$ cat src/rtl/hgc_vram_sequencer.sv
// Character-period sequencer for the Hercules-compatible display path: generates clk_seq,
// the per-character datapath strobes, and shares the VRAM port between display fetch and one CPU slot.
module hgc_vram_sequencer #(
    parameter int ADDR_W      = 16,
    parameter int TEXT_CYCLES = 18,
    parameter int GRPH_CYCLES = 16,
    parameter int CPU_FIRST   = 6
) (
    input  logic              i_clk,
    input  logic              i_reset,
    input  logic              i_grph_mode,
    input  logic [ADDR_W-2:0] i_disp_addr,
    input  logic              i_cpu_req,
    input  logic              i_cpu_we,
    input  logic [ADDR_W-1:0] i_cpu_addr,
    input  logic [7:0]        i_cpu_wdata,
    output logic              o_cpu_busy,
    output logic              o_cpu_ack,
    output logic [7:0]        o_cpu_rdata,
    output logic [ADDR_W-1:0] o_vram_addr,
    output logic              o_vram_we,
    output logic [7:0]        o_vram_wdata,
    input  logic [7:0]        i_vram_rdata,
    output logic [4:0]        o_clk_seq,
    output logic              o_vram_read_char,
    output logic              o_vram_read_att,
    output logic              o_charrom_read,
    output logic              o_disp_pipeline,
    output logic              o_crtc_clk
);

    localparam logic [4:0] TEXT_N  = 5'(TEXT_CYCLES);
    localparam logic [4:0] GRPH_N  = 5'(GRPH_CYCLES);
    localparam logic [4:0] FIRST_S = 5'(CPU_FIRST);

    logic [4:0]        r_seq;
    logic              r_mode;
    logic              r_busy;
    logic              r_served;
    logic              r_gnt;
    logic              r_ack;
    logic              r_req_we;
    logic [ADDR_W-1:0] r_req_addr;
    logic [7:0]        r_req_wdata;
    logic [7:0]        r_rdata;
    logic [ADDR_W-1:0] r_vram_addr;
    logic              r_vram_we;
    logic [7:0]        r_vram_wdata;
    logic              r_read_char;
    logic              r_read_att;
    logic              r_charrom;
    logic              r_pipe;

    logic [4:0]        w_period;
    logic              w_last;
    logic [4:0]        w_next_seq;
    logic              w_grant;
    logic              w_accept;

    // Next position in the period, CPU slot grant and request acceptance.
    always_comb begin
        w_period = r_mode ? GRPH_N : TEXT_N;
        w_last   = (r_seq == (w_period - 5'd1));
        if (w_last) begin
            w_next_seq = 5'd0;
        end else begin
            w_next_seq = r_seq + 5'd1;
        end
        // A request accepted during its own ack cycle must wait: r_served blocks a second slot.
        w_grant  = r_busy && !r_served && (w_next_seq >= FIRST_S) &&
                   (w_next_seq <= (w_period - 5'd3));
        w_accept = i_cpu_req && (!r_busy || r_ack);
    end

    // Sequencer, strobes, VRAM port mux and CPU handshake, all registered.
    always_ff @(posedge i_clk) begin
        if (i_reset) begin
            r_seq        <= 5'd0;
            r_mode       <= 1'b0;
            r_busy       <= 1'b0;
            r_served     <= 1'b0;
            r_gnt        <= 1'b0;
            r_ack        <= 1'b0;
            r_req_we     <= 1'b0;
            r_req_addr   <= '0;
            r_req_wdata  <= 8'd0;
            r_rdata      <= 8'd0;
            r_vram_addr  <= '0;
            r_vram_we    <= 1'b0;
            r_vram_wdata <= 8'd0;
            r_read_char  <= 1'b0;
            r_read_att   <= 1'b0;
            r_charrom    <= 1'b0;
            r_pipe       <= 1'b0;
        end else begin
            r_seq <= w_next_seq;
            if (w_last) begin
                r_mode <= i_grph_mode;
            end

            r_read_char <= (w_next_seq == 5'd1);
            r_read_att  <= (w_next_seq == 5'd3);
            r_charrom   <= (w_next_seq == 5'd4);
            r_pipe      <= (w_next_seq == (w_period - 5'd1));

            if (w_next_seq == 5'd0) begin
                r_served <= 1'b0;
            end else if (w_grant) begin
                r_served <= 1'b1;
            end

            r_gnt     <= w_grant;
            r_vram_we <= w_grant && r_req_we;
            if (w_grant) begin
                r_vram_addr  <= r_req_addr;
                r_vram_wdata <= r_req_wdata;
            end else if (w_next_seq == 5'd0) begin
                r_vram_addr <= {i_disp_addr, 1'b0};
            end else if (w_next_seq == 5'd2) begin
                r_vram_addr <= {i_disp_addr, 1'b1};
            end else begin
                r_vram_addr <= r_vram_addr;
            end

            // VRAM data for the grant-cycle address is present during the grant cycle.
            r_ack <= r_gnt;
            if (r_gnt && !r_req_we) begin
                r_rdata <= i_vram_rdata;
            end

            if (w_accept) begin
                r_busy      <= 1'b1;
                r_req_we    <= i_cpu_we;
                r_req_addr  <= i_cpu_addr;
                r_req_wdata <= i_cpu_wdata;
            end else if (r_ack) begin
                r_busy <= 1'b0;
            end
        end
    end

    assign o_clk_seq        = r_seq;
    assign o_cpu_busy       = r_busy;
    assign o_cpu_ack        = r_ack;
    assign o_cpu_rdata      = r_rdata;
    assign o_vram_addr      = r_vram_addr;
    assign o_vram_we        = r_vram_we;
    assign o_vram_wdata     = r_vram_wdata;
    assign o_vram_read_char = r_read_char;
    assign o_vram_read_att  = r_read_att;
    assign o_charrom_read   = r_charrom;
    assign o_disp_pipeline  = r_pipe;
    assign o_crtc_clk       = r_pipe;

endmodule

$ cat config.mk
export PLATFORM = sky130hd
export DESIGN_NAME = hgc_vram_sequencer
export DESIGN_NICKNAME = d
export VERILOG_FILES = /design/src/rtl/hgc_vram_sequencer.sv
export SDC_FILE = /design/constraint.sdc
export NUM_CORES = 1
export LEC_CHECK = 0
export ABC_AREA = 1
export ABC_CLOCK_PERIOD_IN_PS = 6360
export BUFFER_PORTS_ARGS = -buffer_cell sky130_fd_sc_hd__buf_2
export CAP_MARGIN = 15
export CORE_UTILIZATION = 45
export DETAILED_ROUTE_END_ITERATION = 12
export PLACE_DENSITY_LB_ADDON = 0.15
export SKIP_CTS_REPAIR_TIMING = 1
export SLEW_MARGIN = 20
export SYNTH_ARGS = -nofsm -noshare
export SYNTH_HDL_FRONTEND = slang
export SYNTH_SLANG_ARGS = --single-unit
$ cat constraint.sdc
create_clock -name i_clk -period 6.36 [get_ports i_clk]
set_input_delay 1.272 -clock i_clk [delete_from_list [all_inputs] [get_ports i_clk]]
set_output_delay 1.272 -clock i_clk [all_outputs]
set_load 0.02 [all_outputs]
Yosys cells after proc, flatten, opt, wreduce, memory -nomap -nowiden:

Cells that the tools add are included.

* bits in registers: 72
* bits of input ports: 52
* output and inout bits: 45
* logic and storage cells: 49

* add/sub/neg operators: 3
* order comparisons: 2
* equality and inequality tests: 6
* mux-type cells: 7
* reduce and logical (&&, ||, !) cells: 14

Operators with widths (number)
* two-way mux 16 bit: 3
* equality test 5 x 2 -> 1 bit, second input constant: 2
* equality test 5 bit: 2
* logical AND 1 bit: 6
* adder 5 x 1 -> 5 bit, second input constant: 1
* equality test 5 x 1 -> 1 bit, second input constant: 1
* equality test 5 x 3 -> 1 bit, second input constant: 1
* >= comparator 5 x 3 -> 1 bit, second input constant: 1
* less-or-equal comparator 5 bit: 1
* logical NOT 5 bit: 1
* two-way mux 5 bit: 1
* subtractor 5 x 1 -> 5 bit, second input constant: 1
* subtractor 5 x 2 -> 5 bit, second input constant: 1
* logical NOT 1 bit: 3
* nonzero test 3 bit: 1
* two-way mux 1 bit: 2
* two-way mux 2 bit: 1
* nonzero test 2 bit: 1
* OR reduction 2 bit: 1
* logical OR 1 bit: 1

Logic depth before layout (Yosys ltp):

Gate-level depths: netlist of the first run.

* word-level depth: 8
* gate-level depth with buffers: 18
* depth with buffers taken out: 17

Worst setup path after synthesis of the first run:

No wires, ideal clock.

* path kind: reg-to-reg
* from: register r_seq[2] (netlist: o_clk_seq[2])
* to: register r_vram_addr[10] (netlist: o_vram_addr[10])
* library setup time: 0.064 ns
* data arrival time: 2.320 ns
* required time: 6.296 ns
* path slack: 3.976 ns
* stages on the path, launching flop included: 18
* buffers on the path: 1
* clock period less this slack: 2.384 ns
* cells stage by stage: dfxtp_1 nor2_1 nand3_1 nand2_1 nand2_2 inv_1 nor2_1 ha_1 a21boi_0 nand2_1 nor2_2 nor2_4 nand2_4 nand2_2 nor2_4 buf_6 nor2_1 nor2_1

* word-level cells in the longest chain between the ends: 6
* elaborated cells between the ends (all ways): 12
* classes of those cells: add/sub (1); order compare (2); eq/ne (2); mux (3); reduce/logical (4)

Ends and longest elaborated chain
* start, declared: RTL line 36 `logic [4:0] r_seq;`
* start signal, assigned: RTL line 96 `r_seq <= w_next_seq;`
* equality test 5 bit (*): RTL line 63 `w_last = (r_seq == (w_period - 5'd1));`
* two-way mux 5 bit (*): RTL line 64 `if (w_last) begin`
* via w_next_seq[1]: RTL line 56 `logic [4:0] w_next_seq;`
* >= comparator 5 x 3 -> 1 bit: RTL line 70 `w_grant = r_busy && !r_served && (w_next_seq >= FIRST_S) &&`
* logical AND 1 bit (2 in series): RTL line 70
* nonzero test 3 bit (no line) / two-way mux 16 bit (equally long branches)
* end signal, assigned: RTL line 115 `r_vram_addr <= r_req_addr;`
* end signal, assigned: RTL line 118 `r_vram_addr <= {i_disp_addr, 1'b0};`
* end signal, assigned: RTL line 120 `r_vram_addr <= {i_disp_addr, 1'b1};`
* end, declared: RTL line 46 `logic [ADDR_W-1:0] r_vram_addr;`

Mark *: on every way through the listed nets, which the timed path passes. The rest lies on a longest branch.
A chain may end at the register's enable or synchronous reset.

Final worst setup path of the first run:

* from: register r_seq[3] (netlist: o_clk_seq[3])
* to: register r_vram_wdata[7] (netlist: o_vram_wdata[7])

* word-level cells in the longest chain between the ends: 5
* elaborated cells between the ends (all ways): 7
* classes of those cells: add/sub (1); order compare (2); eq/ne (1); mux (1); reduce/logical (2)

Ends and longest elaborated chain
* equality test 5 bit (*): RTL line 63
* two-way mux 5 bit (*): RTL line 64
* via w_next_seq[1]: RTL line 56
* >= comparator 5 x 3 -> 1 bit: RTL line 70
* logical AND 1 bit: RTL line 70
* logical AND 1 bit (*): RTL line 70
* end signal, assigned: RTL line 116 `r_vram_wdata <= r_req_wdata;`
* end, declared: RTL line 48 `logic [7:0] r_vram_wdata;`

Marks and branches as above.

==> summary by stage, run 1 <==
Logic synthesis
The largest family of logic cells by synthesized area is simple AND/OR/NAND/NOR gates. The biggest area contributor in the post-synthesis netlist is dfxtp_1. The cell area that synthesis handed to floorplanning was 3014 um2.

After synthesis, the netlist uses 28 different library cells. The mean cell area of the mapped netlist is 7.126 um2. The fraction of synthesized cell area taken by the top area cell type is 0.4782. By area the synthesized netlist is led by dfxtp_1 (48%), nor2_1 (16%), nand2_1 (7.6%), o21ai_0 (7.1%), inv_1 (3.9%). The fraction of the mapped netlist area in adder cells is 0.008302. The share of flip-flops with an asynchronous set or reset is 0.

Of the total synthesized cell area, the portion taken by AND, OR, NAND and NOR gates is 0.3412. In the synthesized netlist the dominant register cell turns out to be dfxtp_1. The most common cell in the netlist is nor2_1. The portion of the post-synthesis area used by sequential elements is 0.4782. For this run, the number of Yosys warnings is 0. Of the post-synthesis cell area, the part taken by muxes is 0. The post-synthesis compound-gate area fraction was 0.08925.

Counting flops with a built-in enable in the synthesized netlist gives 0. Synthesis produced a netlist with a net count of 477. In the synthesized netlist, the number of instances is 423. The synthesized-area fraction occupied by xor and xnor cells is 0.008302. The commonest cells after synthesis are nor2_1 (126), dfxtp_1 (72), nand2_1 (61). The register bit total from synthesis is 72.

Timing
For the final routed database, the setup TNS stands at 0 ns. The final count of negative-setup-slack endpoints is 0. The achievable clock frequency is 330.8 MHz. The smallest clock period supported by the final layout is computed as 3.023 ns. Final hold analysis gives a worst-case slack of 0.4312 ns. Clock skew on the completed layout was measured at 0.004631 ns. The relative max-transition margin is 0.5044. Setup repair after global routing left no endpoint under its margin.

Of the available clock period, the critical path in the final layout requires 0.4753. The pin slew with the least headroom to its limit is 0.7426 ns. The max-slew violation count is 0. The number of hold violations in the final report is 0.

Worst setup path
The internal reg-to-reg setup slack is 3.34 ns. The critical path required time is 6.60 ns. By startpoint and endpoint, the worst setup path is classified as reg2reg.

For the worst setup path, the data arrival time is 3.26 ns. The endpoint kind of the worst setup timing path is a flip-flop. STA classifies the critical path startpoint as a flip-flop. Along the worst path, the maximum fanout reaches 43.

Route
The first routing iteration left 119 violations. Routed signal wires occupy layers up through met4. The first TritonRoute pass finished after 8 iterations. The remaining antenna violation count after routing is 0. The routed metal-1 wirelength is 3.355 mm. The total via count after detailed routing is 2890. Detailed routing placed a total of 3.339 mm of wire on met2. In the final routed layout, each cell accounts on average for 12.06 um. After detailed routing, the total wire length is 7.149 mm.

The remaining routing DRC violations is 14. The per-cell via count in the routed design is 4.874. The routed wire length on met3 is 386 um.

Pwr
The maximum VDD drop is 0.1484 mV. The ratio of total power to cell area is 294.3 nW/um2. The standby leakage power is 1.918 nW. The overall power consumption is 1.097 mW.

Flow run
The tool flagged a number of max-cap violations equal to 0.

Clock network
TritonCTS built the clock tree. The clock transition at the registers of the reported paths is 0.08 ns. CTS placed an instance of clkbuf_8 at the clock tree root. The insertion delay of the later-clocked pin in the worst-skew pair is 0.34 ns.

The clock net in this run drives a total of 72 sinks. The clock passes through at most 2 buffers. The clock buffer count from CTS is 9. The CTS H-tree depth is 3.

Die
The floorplan die height is 83.84 um. 97 I/O pins were placed. The cell row count is 29.

The core region is 6422 um2. The die boundary width is 83.84 um. The starting utilization of the core area is 0.4693. The area enclosed by the die boundary is 7029 um2.

GRT
Entering global routing, the biggest net connects 44 pins. The first global-routing pass estimated 12.01 mm of wire. The via count of the first global-routing pass is 2683. The combined global-route utilization of all metal layers is 0.2120. The remaining global-route overflow is 0. The initial antenna violation count was 0.

Layout
The antenna diode count is 0. The post-route cell area is 3727 um2. The share of cells above drive strength 1 is 0.2461. The final net count is 565. From synthesis to final layout, the design area changed by 23.66%.

Placed design
Detailed placement ended at an HPWL of 4.948 mm. The placed standard-cell area is 3508 um2. The count of input and output buffers is 96. The final weighted congestion in routability-driven placement is 0.8362.

Status
The checks that failed: design-rule violations. The flow ran to the end, but the final reports show violations.

Hold path
The type of the most critical hold path is reg2reg.
final timing paths:
check               start               to  cells after the start
max reg2reg  o_clk_seq[3]  o_vram_wdata[7]                     16
max          o_clk_seq[3]  o_vram_wdata[7]                     16
min reg2reg         r_gnt        o_cpu_ack                      2
min                 r_gnt        o_cpu_ack                      2
sequential cells by signal (all words and copies together) (netlist names):
| register | count |
|---|---|
| o_vram_addr | 16 |
| o_cpu_busy | 1 |
| r_req_addr | 16 |
| o_charrom_read | 1 |
| r_req_we | 1 |
| o_vram_read_att | 1 |
| r_gnt | 1 |
| r_mode | 1 |
| r_served | 1 |
| o_vram_wdata | 8 |
| o_cpu_ack | 1 |
| o_clk_seq | 5 |
| o_vram_read_char | 1 |
| o_cpu_rdata | 8 |
| o_crtc_clk | 1 |
| o_vram_we | 1 |
| r_req_wdata | 8 |
metal layers:
metal	global-route usage	vias up
met5	0	-
met4	0.08150	0
met3	0.04451	8
met2	0.3390	82
met1	0.2808	1279
li1	-	1521
cell families after synthesis:
logic type	Yosys count
AOI/OAI and AO/OA	51
xor gates and xnor gates	2
adders and majority gates	2
buffers and inverters	55
DFF	72
and+or+nand+nor	241
critical path, cell delays in order, from the launching register on:
cell and delay, ns:
dfxtp_1 0.35, nand2_1 0.08, clkinv_1 0.09, nand2_1 0.12
nand2_1 0.09, nand2_2 0.15, inv_1 0.07, nor2_1 0.23
ha_1 0.30, a21boi_0 0.17, nand2_1 0.08, nor2_2 0.17
nor2_4 0.11, nand2_4 0.34, clkinv_1 0.33, nor2_1 0.17
nor2_1 0.06
cells in the final DEF, fill, tap and decap left out, types with 2 or more instances in the layout:
cell       netlist  final
nor2_1         126    126
buf_2            6     96
dfxtp_1         72     72
nand2_1         61     61
o21ai_0         43     43
inv_1           31     31
nand3_1         22     22
nand4_1         17     17
clkbuf_8         0      9
nor3_1           5      5
a21oi_1          4      4
nand2_2          3      3
clkinv_1         2      2
nor2_4           2      2
nand3_2          2      2
ha_1             2      2
bufinv_16        0      2
clkinv_2         0      2
buf_4            1      2
stage by stage:
stage,util,setup WS [ns],std cells
2_1_floorplan,-,3.976,423
3_3_place_gp,0.5463,3.522,577
3_5_place_dp,0.5463,3.387,577
4_1_cts,0.5804,3.331,593
5_1_grt,0.5804,2.999,593
6_report,0.5804,3.337,593
power by group:
group | leakage, nW | internal [mW] | switching (mW)
Clock | 0.110 | 0.221 | 0.176
Sequential | 0.591 | 0.487 | 0.0199
Combinational | 1.22 | 0.0706 | 0.122
Total | 1.92 | 0.779 | 0.318
final cells by class:
| type | instances | area [um2] |
|---|---|---|
| Clock buffer | 9 | 123.9 |
| Clock inverter | 7 | 95.09 |
| Tap cell | 77 | 96.34 |
| Inverter | 34 | 127.6 |
| Fill cell | 641 | 2695 |
| Multi-Input combinational cell | 296 | 1348 |
| Timing Repair Buffer | 98 | 495.5 |
| Sequential cell | 72 | 1441 |
(Power assumes the default switching activity.)
==> run 2: changes to the inputs <==
--- a/config.mk
+++ b/config.mk
@@ -5,8 +5,8 @@
 export SDC_FILE = /design/constraint.sdc
 export NUM_CORES = 1
 export LEC_CHECK = 0
-export ABC_AREA = 1
-export ABC_CLOCK_PERIOD_IN_PS = 6360
+export ABC_AREA = 0
+export ABC_CLOCK_PERIOD_IN_PS = 3000
 export BUFFER_PORTS_ARGS = -buffer_cell sky130_fd_sc_hd__buf_2
 export CAP_MARGIN = 15
 export CORE_UTILIZATION = 45
==> constraint.sdc (replaced) <==
create_clock -name i_clk -period 3 [get_ports i_clk]
set_input_delay 0.6 -clock i_clk [delete_from_list [all_inputs] [get_ports i_clk]]
set_output_delay 0.6 -clock i_clk [all_outputs]
set_load 0.02 [all_outputs]
==> summary by stage, run 2 <==
Status
Run status: complete, but fails checks (unchanged). Failing checks: design-rule violations (unchanged).

Worst setup path
The number of cells on the worst reg-to-reg path is 14 (was 16). The critical path required time is 3.24 ns (was 6.60 ns). The endpoint kind of the worst setup timing path is a flip-flop (unchanged). The critical path data arrival time came to 3.08 ns (was 3.26 ns).

The worst flop-to-flop path endpoint is o_vram_addr[14] (was o_vram_wdata[7]). The combined buffer and inverter count along the critical path was 3 (unchanged). The type of the worst setup path is reg2reg (unchanged). The highest cell delay on the worst timing path was 0.42 ns (was 0.35 ns). The category of the worst setup path launch point was a flip-flop (unchanged). The maximum fanout count along the critical path was 21 (was 43). The number of cells on the critical path is 14 (was 16). CP cell instances: or3b_4 -> nor3_1 -> o21ai_1 -> nand2_1 -> inv_1 -> ha_1 -> nor2b_2 -> nor4b_2 -> o31ai_1 -> nand4_1 -> buf_4 -> buf_12 -> nor2_1 -> a211oi_1 (was nand2_1 -> clkinv_1 -> nand2_1 -> nand2_1 -> nand2_2 -> inv_1 -> nor2_1 -> ha_1 -> a21boi_0 -> nand2_1 -> nor2_2 -> nor2_4 -> nand2_4 -> clkinv_1 -> nor2_1 -> nor2_1). The startpoint of the worst-slack reg-to-reg timing path is r_mode (was o_clk_seq[3]). The internal reg-to-reg setup slack is 0.16 ns (was 3.34 ns). The largest delay contributor family on the critical path is simple AND/OR/NAND/NOR gates (unchanged).

The library cell contributing the largest single delay on the critical path is or3b_4 (was dfxtp_1).

Layout
Most frequent cells in the layout: buf_2 (96), dfxtp_1 (71), nand2_1 (61), nor2_1 (41), mux2i_1 (32) (was nor2_1 (126), buf_2 (96), dfxtp_1 (72), nand2_1 (61), o21ai_0 (43)). The share of cells above drive strength 1 is 0.3094 (was 0.2461). The non-filler instance count after layout was 523 (was 593). The area growth from synthesis to final layout was 28.64% (was 23.66%).

The final net count is 496 (was 565). The count of fill cells added during filler insertion came to 593 (was 641). The most common cell after layout, fill and taps aside is buf_2 (was nor2_1). The antenna diode count came to 0 (unchanged).

GRT
The remaining global-route overflow is 0 (unchanged). The initial antenna violation count came to 0 (unchanged). The combined global-route utilization of all metal layers is 0.1977 (was 0.2120). The via count of the first global-routing pass is 2418 (was 2683). The maximum number of pins on one net before global-route repair is 42 (was 44). The wire length of the first global-routing pass is 11.10 mm (was 12.01 mm).

Hold path
The cell depth of the worst hold path is 2 (unchanged). The sink of the worst hold path is r_req_wdata[0] (was o_cpu_ack). The type of the most critical hold path is reg2reg (unchanged). The critical hold path startpoint is r_req_wdata[0] (was r_gnt).

Logic synthesis
The fraction of synthesized cell area taken by the top area cell type came to 0.4768 (was 0.4782). The number of distinct library cells after synthesis is 45 (was 28). Synth cell count leaders: dfxtp_1 (72), nand2_1 (61), nor2_1 (41) (was nor2_1 (126), dfxtp_1 (72), nand2_1 (61)). The mean cell area of the mapped netlist is 8.762 um2 (was 7.126 um2). The synthesized netlist net count is 399 (was 477). The number of warnings printed during yosys synthesis is 0 (unchanged). The most common cell in the netlist is dfxtp_1 (was nor2_1). The most frequently used flop master after synthesis was dfxtp_1 (unchanged).

The library cell occupying the most area in the post-synthesis netlist was dfxtp_1 (unchanged). The register bit total from synthesis was 72 (unchanged). The number of enable-type register cells in the synthesized netlist came to 0 (unchanged). The mapped cell area is 3023 um2 (was 3014 um2).

The share of flip-flops with an asynchronous set or reset is 0 (unchanged). The portion of the post-synthesis area used by sequential elements is 0.4768 (was 0.4782). Main area contributors after synthesis: dfxtp_1 (48%), mux2i_1 (11%), nand2_1 (7.6%), a21oi_1 (5.1%), nor2_1 (5.1%) (was dfxtp_1 (48%), nor2_1 (16%), nand2_1 (7.6%), o21ai_0 (7.1%), inv_1 (3.9%)). The cell count after synthesis is 345 (was 423).

Die
The floorplan die height is 83.96 um (was 83.84 um). The die boundary width was 83.96 um (was 83.84 um). The top-level port count is 97 (unchanged). The area inside the core boundary is 6422 um2 (unchanged). The area enclosed by the die boundary is 7049 um2 (was 7029 um2). The cell row count is 29 (unchanged). The starting utilization of the core area was 0.4707 (was 0.4693).

Route
The number of optimization iterations in the first detailed-route pass is 8 (unchanged). The total via count after detailed routing is 2690 (was 2890). The average wire per cell in the routed design came to 13.51 um (was 12.06 um). The DRC violation total after the first TritonRoute iteration is 106 (was 119). The per-cell via count in the routed design is 5.143 (was 4.874). The aggregate routed wire length was 7.066 mm (was 7.149 mm).

The remaining routing DRC violations is 8 (was 14). The remaining antenna violation count after routing is 0 (unchanged).

Placed design
The number of instances in the placed design is 505 (was 577). The final weighted congestion in routability-driven placement is 0.9194 (was 0.8362). The half-perimeter wire length after placement was 4.628 mm (was 4.948 mm). The count of input and output buffers is 96 (unchanged).

Flow run
The count of maximum capacitance violations came to 0 (unchanged).

Pwr
The ratio of total power to cell area came to 580.2 nW/um2 (was 294.3 nW/um2). The overall power consumption was 2.256 mW (was 1.097 mW). The maximum VDD drop is 0.2841 mV (was 0.1484 mV).

The standby leakage power was 1.813 nW (was 1.918 nW).

Timing
RSZ-0062 raised after global routing: no (unchanged). The pin slew with the least headroom to its limit is 0.9463 ns (was 0.7426 ns). The relative max-transition margin is 0.3691 (was 0.5044).

The number of hold violations in the final report is 0 (unchanged). The maximum clock skew at final layout is 0.01014 ns (was 0.004631 ns). The time the worst path needs with I/O delays and setup is 2.838 ns (was 3.023 ns). The final count of negative-setup-slack endpoints is 0 (unchanged). The max-slew violation count came to 0 (unchanged). The achievable clock frequency is 352.3 MHz (was 330.8 MHz). The summed negative setup slack over all endpoints is 0 ns (unchanged). The period utilization was 0.9461 (was 0.4753).

Clock network
The cell at the root of the clock tree is clkbuf_8 (unchanged). The CTS H-tree depth was 3 (unchanged). The count of clock tree sinks was 72 (unchanged). The buffer levels on the longest clock path is 2 (unchanged). The insertion delay of the later-clocked pin in the worst-skew pair is 0.34 ns (about the same). The TritonCTS clock tree is built (unchanged). The clock transition at the registers of the reported paths came to 0.07 ns (was 0.08 ns). The clock buffer count from CTS is 9 (unchanged).
-- run 2: cell count changes in the layout (fill, tap and decap cells not counted), sizes merged, moves of 20 or more --
cell / delta
o21ai: -38
nand3: -20
inv: -24
nor2: -88
mux2i: +32
a21oi: +26
-- run 2: through the flow --
stage	utilization	setup slack (ns)	hold slack, ns	area (um2)
after global routing	0.6055	0.002031	0.4733	3889
after CTS	0.5971	0.1509	0.4562	3835
final	0.6055	0.1616	0.4552	3889
after floorplan	-	0.05470	0.4297	3023
after detailed placement	0.5595	0.1915	0.4469	3593
after global placement	0.5595	0.2387	0.4420	3593
-- run 2: cell type report --
type / instances / area (um2) / share of cell area
repair buffers: 114 / 649.4 / 0.1670
well taps: 77 / 96.34 / 0.02477
multi-input cells: 237 / 1429 / 0.3674
clock buffers: 10 / 137.6 / 0.03539
flip-flops and latches: 72 / 1443 / 0.3710
clock inverters: 5 / 103.9 / 0.02671
inverters: 8 / 30.03 / 0.007722
-- run 2: worst max-delay path by stage --
stage                            start               to  slack (ns)
after CTS                       r_mode   o_vram_addr[0]        0.15
after global routing            r_mode  o_vram_wdata[4]       0.002
after detailed placement        r_mode  o_vram_addr[14]        0.19
final                           r_mode  o_vram_addr[14]        0.16
after global placement          r_mode   o_vram_addr[0]        0.24
after floorplan           o_clk_seq[3]  o_vram_wdata[0]        0.05
-- run 2: layer usage --
| layer | vias to the layer above | global-route usage | wire length, um |
|---|---|---|---|
| met5 | - | 0 | 0 |
| met4 | 0 | 0.07053 | 69 |
| met3 | 6 | 0.05143 | 303 |
| met2 | 67 | 0.3152 | 3346 |
| met1 | 1244 | 0.2582 | 3346 |
| li1 | 1373 | - | - |
-- run 2: worst register-to-register path: stages (launching register included) --
cell and delay [ns]:
dfxtp_2 0.36, or3b_4 0.42, nor3_1 0.14, o21ai_1 0.11, nand2_1 0.12, inv_1 0.07, ha_1 0.28, nor2b_2 0.17
nor4b_2 0.21, o31ai_1 0.12, nand4_1 0.10, buf_4 0.16, buf_12 0.19, nor2_1 0.07, a211oi_1 0.23
-- run 2: cells by family after synthesis --
logic type | after synthesis | share of synthesized area
compound gates | 62 | 0.1349
xor+xnor | 5 | 0.01449
mux | 32 | 0.1060
buf+inv | 36 | 0.05339
flops | 72 | 0.4768
simple gates | 136 | 0.2061
fa+ha+maj | 2 | 0.008277
-- run 2: power by group --
part	leakage (nW)	total (mW)	internal, mW	switching (mW)
clock network	0.123	0.920	0.572	0.348
logic	1.10	0.305	0.128	0.176
registers	0.588	1.03	1.01	0.0258
total	1.81	2.26	1.71	0.550
==> run 3: changes to the inputs <==
--- a/config.mk
+++ b/config.mk
@@ -6,12 +6,13 @@
 export NUM_CORES = 1
 export LEC_CHECK = 0
 export ABC_AREA = 0
-export ABC_CLOCK_PERIOD_IN_PS = 3000
+export ABC_CLOCK_PERIOD_IN_PS = 3500
 export BUFFER_PORTS_ARGS = -buffer_cell sky130_fd_sc_hd__buf_2
 export CAP_MARGIN = 15
 export CORE_UTILIZATION = 45
 export DETAILED_ROUTE_END_ITERATION = 12
 export PLACE_DENSITY_LB_ADDON = 0.15
+export REMOVE_ABC_BUFFERS = 1
 export SKIP_CTS_REPAIR_TIMING = 1
 export SLEW_MARGIN = 20
 export SYNTH_ARGS = -nofsm -noshare
==> constraint.sdc (replaced) <==
create_clock -name i_clk -period 3.5 [get_ports i_clk]
set_input_delay 0.7 -clock i_clk [delete_from_list [all_inputs] [get_ports i_clk]]
set_output_delay 0.7 -clock i_clk [all_outputs]
set_load 0.02 [all_outputs]
==> summary by stage, run 3 (same netlist as run 2, synthesis figures left out) <==
Die
The die boundary width is 83.96 um (unchanged). The top-level port count is 97 (unchanged). The starting utilization of the core area is 0.4707 (unchanged). The area enclosed by the die boundary is 7049 um2 (unchanged). The cell row count is 29 (unchanged).

The area inside the core boundary is 6422 um2 (unchanged). The floorplan die height is 83.96 um (unchanged).

Placed design
The half-perimeter wire length after placement was 4.471 mm (was 4.628 mm). The final weighted congestion in routability-driven placement came to 0.9040 (was 0.9194). The count of input and output buffers is 96 (unchanged). The placement-stage worst setup slack is 0.5281 ns (was 0.1915 ns).

Route
The total via count after detailed routing is 2629 (was 2690). The per-cell via count in the routed design is 5.135 (was 5.143). The met2 wire length came to 3.343 mm (was 3.346 mm). The number of optimization iterations in the first detailed-route pass was 9 (was 8). The average wire per cell in the routed design is 13.37 um (was 13.51 um). The DRC violation total after the first TritonRoute iteration came to 167 (was 106).

The routed metal-1 wirelength was 3.121 mm (was 3.346 mm). The remaining routing DRC violations came to 8 (unchanged). The remaining antenna violation count after routing is 0 (unchanged).

The aggregate routed wire length is 6.847 mm (was 7.066 mm). The uppermost layer routed is met4 (unchanged). The routed wire length on met3 is 325 um (was 303 um).

Timing
The relative max-transition margin is 0.3697 (was 0.3691). The final worst setup slack is 0.4573 ns (was 0.1616 ns). The period utilization was 0.8693 (was 0.9461). The time the worst path needs with I/O delays and setup was 3.043 ns (was 2.838 ns). The final count of negative-setup-slack endpoints is 0 (unchanged).

The max-slew violation count is 0 (unchanged). The pin slew with the least headroom to its limit is 0.9455 ns (was 0.9463 ns). The achievable clock frequency is 328.7 MHz (was 352.3 MHz). The final worst hold slack came to 0.4547 ns (was 0.4552 ns).

RSZ-0062 raised after global routing: no (unchanged). The number of hold violations in the final report came to 0 (unchanged). The maximum clock skew at final layout was 0.008049 ns (was 0.01014 ns).

Layout
The antenna diode count came to 0 (unchanged). The share of the core filled with cells in the final layout is 0.5885 (was 0.6055). Most frequent cells in the layout: buf_2 (96), dfxtp_1 (72), nand2_1 (61), nor2_1 (41), mux2i_1 (32) (was buf_2 (96), dfxtp_1 (71), nand2_1 (61), nor2_1 (41), mux2i_1 (32)). The area growth from synthesis to final layout is 25.04% (was 28.64%). The most common cell after layout, fill and taps aside is buf_2 (unchanged). The share of cells above drive strength 1 was 0.2828 (was 0.3094). The final net count is 484 (was 496).

Hold path
The cell depth of the worst hold path is 2 (unchanged). The sink of the worst hold path was r_req_addr[0] (was r_req_wdata[0]). The critical hold path startpoint was r_req_addr[0] (was r_req_wdata[0]). The type of the most critical hold path is reg2reg (unchanged).

Pwr
The standby leakage power is 1.745 nW (was 1.813 nW). The relative contribution of sequential cells to total power was 0.455 (was 0.457). The cell internal power dissipation is 1.477 mW (was 1.706 mW). The maximum VDD drop is 0.3035 mV (was 0.2841 mV).

The combinational share of power was 0.122 (was 0.135). The net switching power is 481.3 uW (was 550.1 uW). The ratio of total power to cell area came to 518.1 nW/um2 (was 580.2 nW/um2). The relative contribution of the clock network to total power was 0.423 (was 0.408). The switching share of total power came to 0.2458 (was 0.2438).

GRT
The maximum number of pins on one net before global-route repair is 44 (was 42). The initial antenna violation count was 0 (unchanged). The combined global-route utilization of all metal layers is 0.2048 (was 0.1977). The remaining global-route overflow is 0 (unchanged). The wire length of the first global-routing pass came to 11.55 mm (was 11.10 mm).

The via count of the first global-routing pass is 2489 (was 2418).

Status
Run status: complete, but fails checks (unchanged). Failing checks: design-rule violations (unchanged).

Worst setup path
The category of the worst setup path launch point is a flip-flop (unchanged). The startpoint of the worst-slack reg-to-reg timing path is r_mode (unchanged). The critical path required time came to 3.74 ns (was 3.24 ns). The endpoint kind of the worst setup timing path is a flip-flop (unchanged). The maximum fanout count along the critical path is 41 (was 21). The number of cells on the worst reg-to-reg path is 12 (was 14).

The internal reg-to-reg setup slack came to 0.46 ns (was 0.16 ns). The worst flop-to-flop path endpoint is r_served (was o_vram_addr[14]). The critical path data arrival time was 3.28 ns (was 3.08 ns). The type of the worst setup path is reg2reg (unchanged).

Clock network
The buffer levels on the longest clock path is 2 (unchanged). The CTS H-tree depth is 3 (unchanged). The insertion delay of the later-clocked pin in the worst-skew pair is 0.34 ns (about the same).

The TritonCTS clock tree is built (unchanged). The clock transition at the registers of the reported paths is 0.08 ns (was 0.07 ns). The cell at the root of the clock tree is clkbuf_8 (unchanged).

The count of clock tree sinks came to 72 (unchanged). The clock buffer count from CTS is 9 (unchanged).

Flow run
The count of maximum capacitance violations is 0 (unchanged).
[run 3: cell count changes in the layout (fill, tap and decap cells not counted), sizes merged]
cell,delta
clkinv,-1
buf,-11
clkbuf,+1
[run 3: worst max path at each step]
stage | slack [ns] | from | to | cells past startpoint
floorplan | -0.61 | o_clk_seq[4] | r_served | 11
global placement | 0.62 | r_mode | o_vram_wdata[1] | 13
detailed placement | 0.53 | r_mode | o_vram_wdata[7] | 13
CTS | 0.49 | r_mode | o_vram_addr[12] | 13
global route | 0.24 | r_mode | r_served | 12
finish | 0.46 | r_mode | r_served | 12
[run 3: metrics by stage]
stage | setup TNS [ns] | cell area [um2] | cells | power [mW]
4_1_cts | 0 | 3780 | 512 | 1.972
5_1_grt | 0 | 3780 | 512 | 2.047
2_1_floorplan | -14.47 | 2892 | 317 | 1.050
3_3_place_gp | 0 | 3526 | 496 | 1.146
3_5_place_dp | 0 | 3526 | 496 | 1.149
6_report | 0 | 3780 | 512 | 1.958
[run 3: routing by layer]
layer	up-vias	GRT usage
met5	-	0
met4	0	0.06113
met3	4	0.05935
met2	69	0.3390
met1	1212	0.2581
li1	1344	-
[run 3: worst max-delay path, cell delays in order, from the launching register on]
cell      delay (ns)
dfxtp_1         0.39
or3b_4          0.44
nor3_1          0.14
o21ai_1         0.17
nand2_1         0.17
inv_1           0.07
ha_1            0.29
nor2b_1         0.18
nor4_1          0.08
nor4b_1         0.26
nand4_1         0.20
buf_12          0.23
a221oi_1        0.31
[run 3: layout make-up]
type,instances,area [um2]
sequential,72,1441
fill,587,2643
multi-input combinational,237,1420
clock inverter,4,98.84
clock buffer,12,155.1
inverter,8,30.03
tap,77,96.34
timing repair buffer,102,538.0
[run 3: power by group through the flow]
stage	Combinational (mW)	Sequential, mW	Clock (mW)
5_1_grt	0.265	0.896	0.886
3_3_place_gp	0.238	0.908	0
2_1_floorplan	0.111	0.938	0
6_report	0.240	0.890	0.829
3_5_place_dp	0.240	0.909	0
4_1_cts	0.242	0.890	0.841
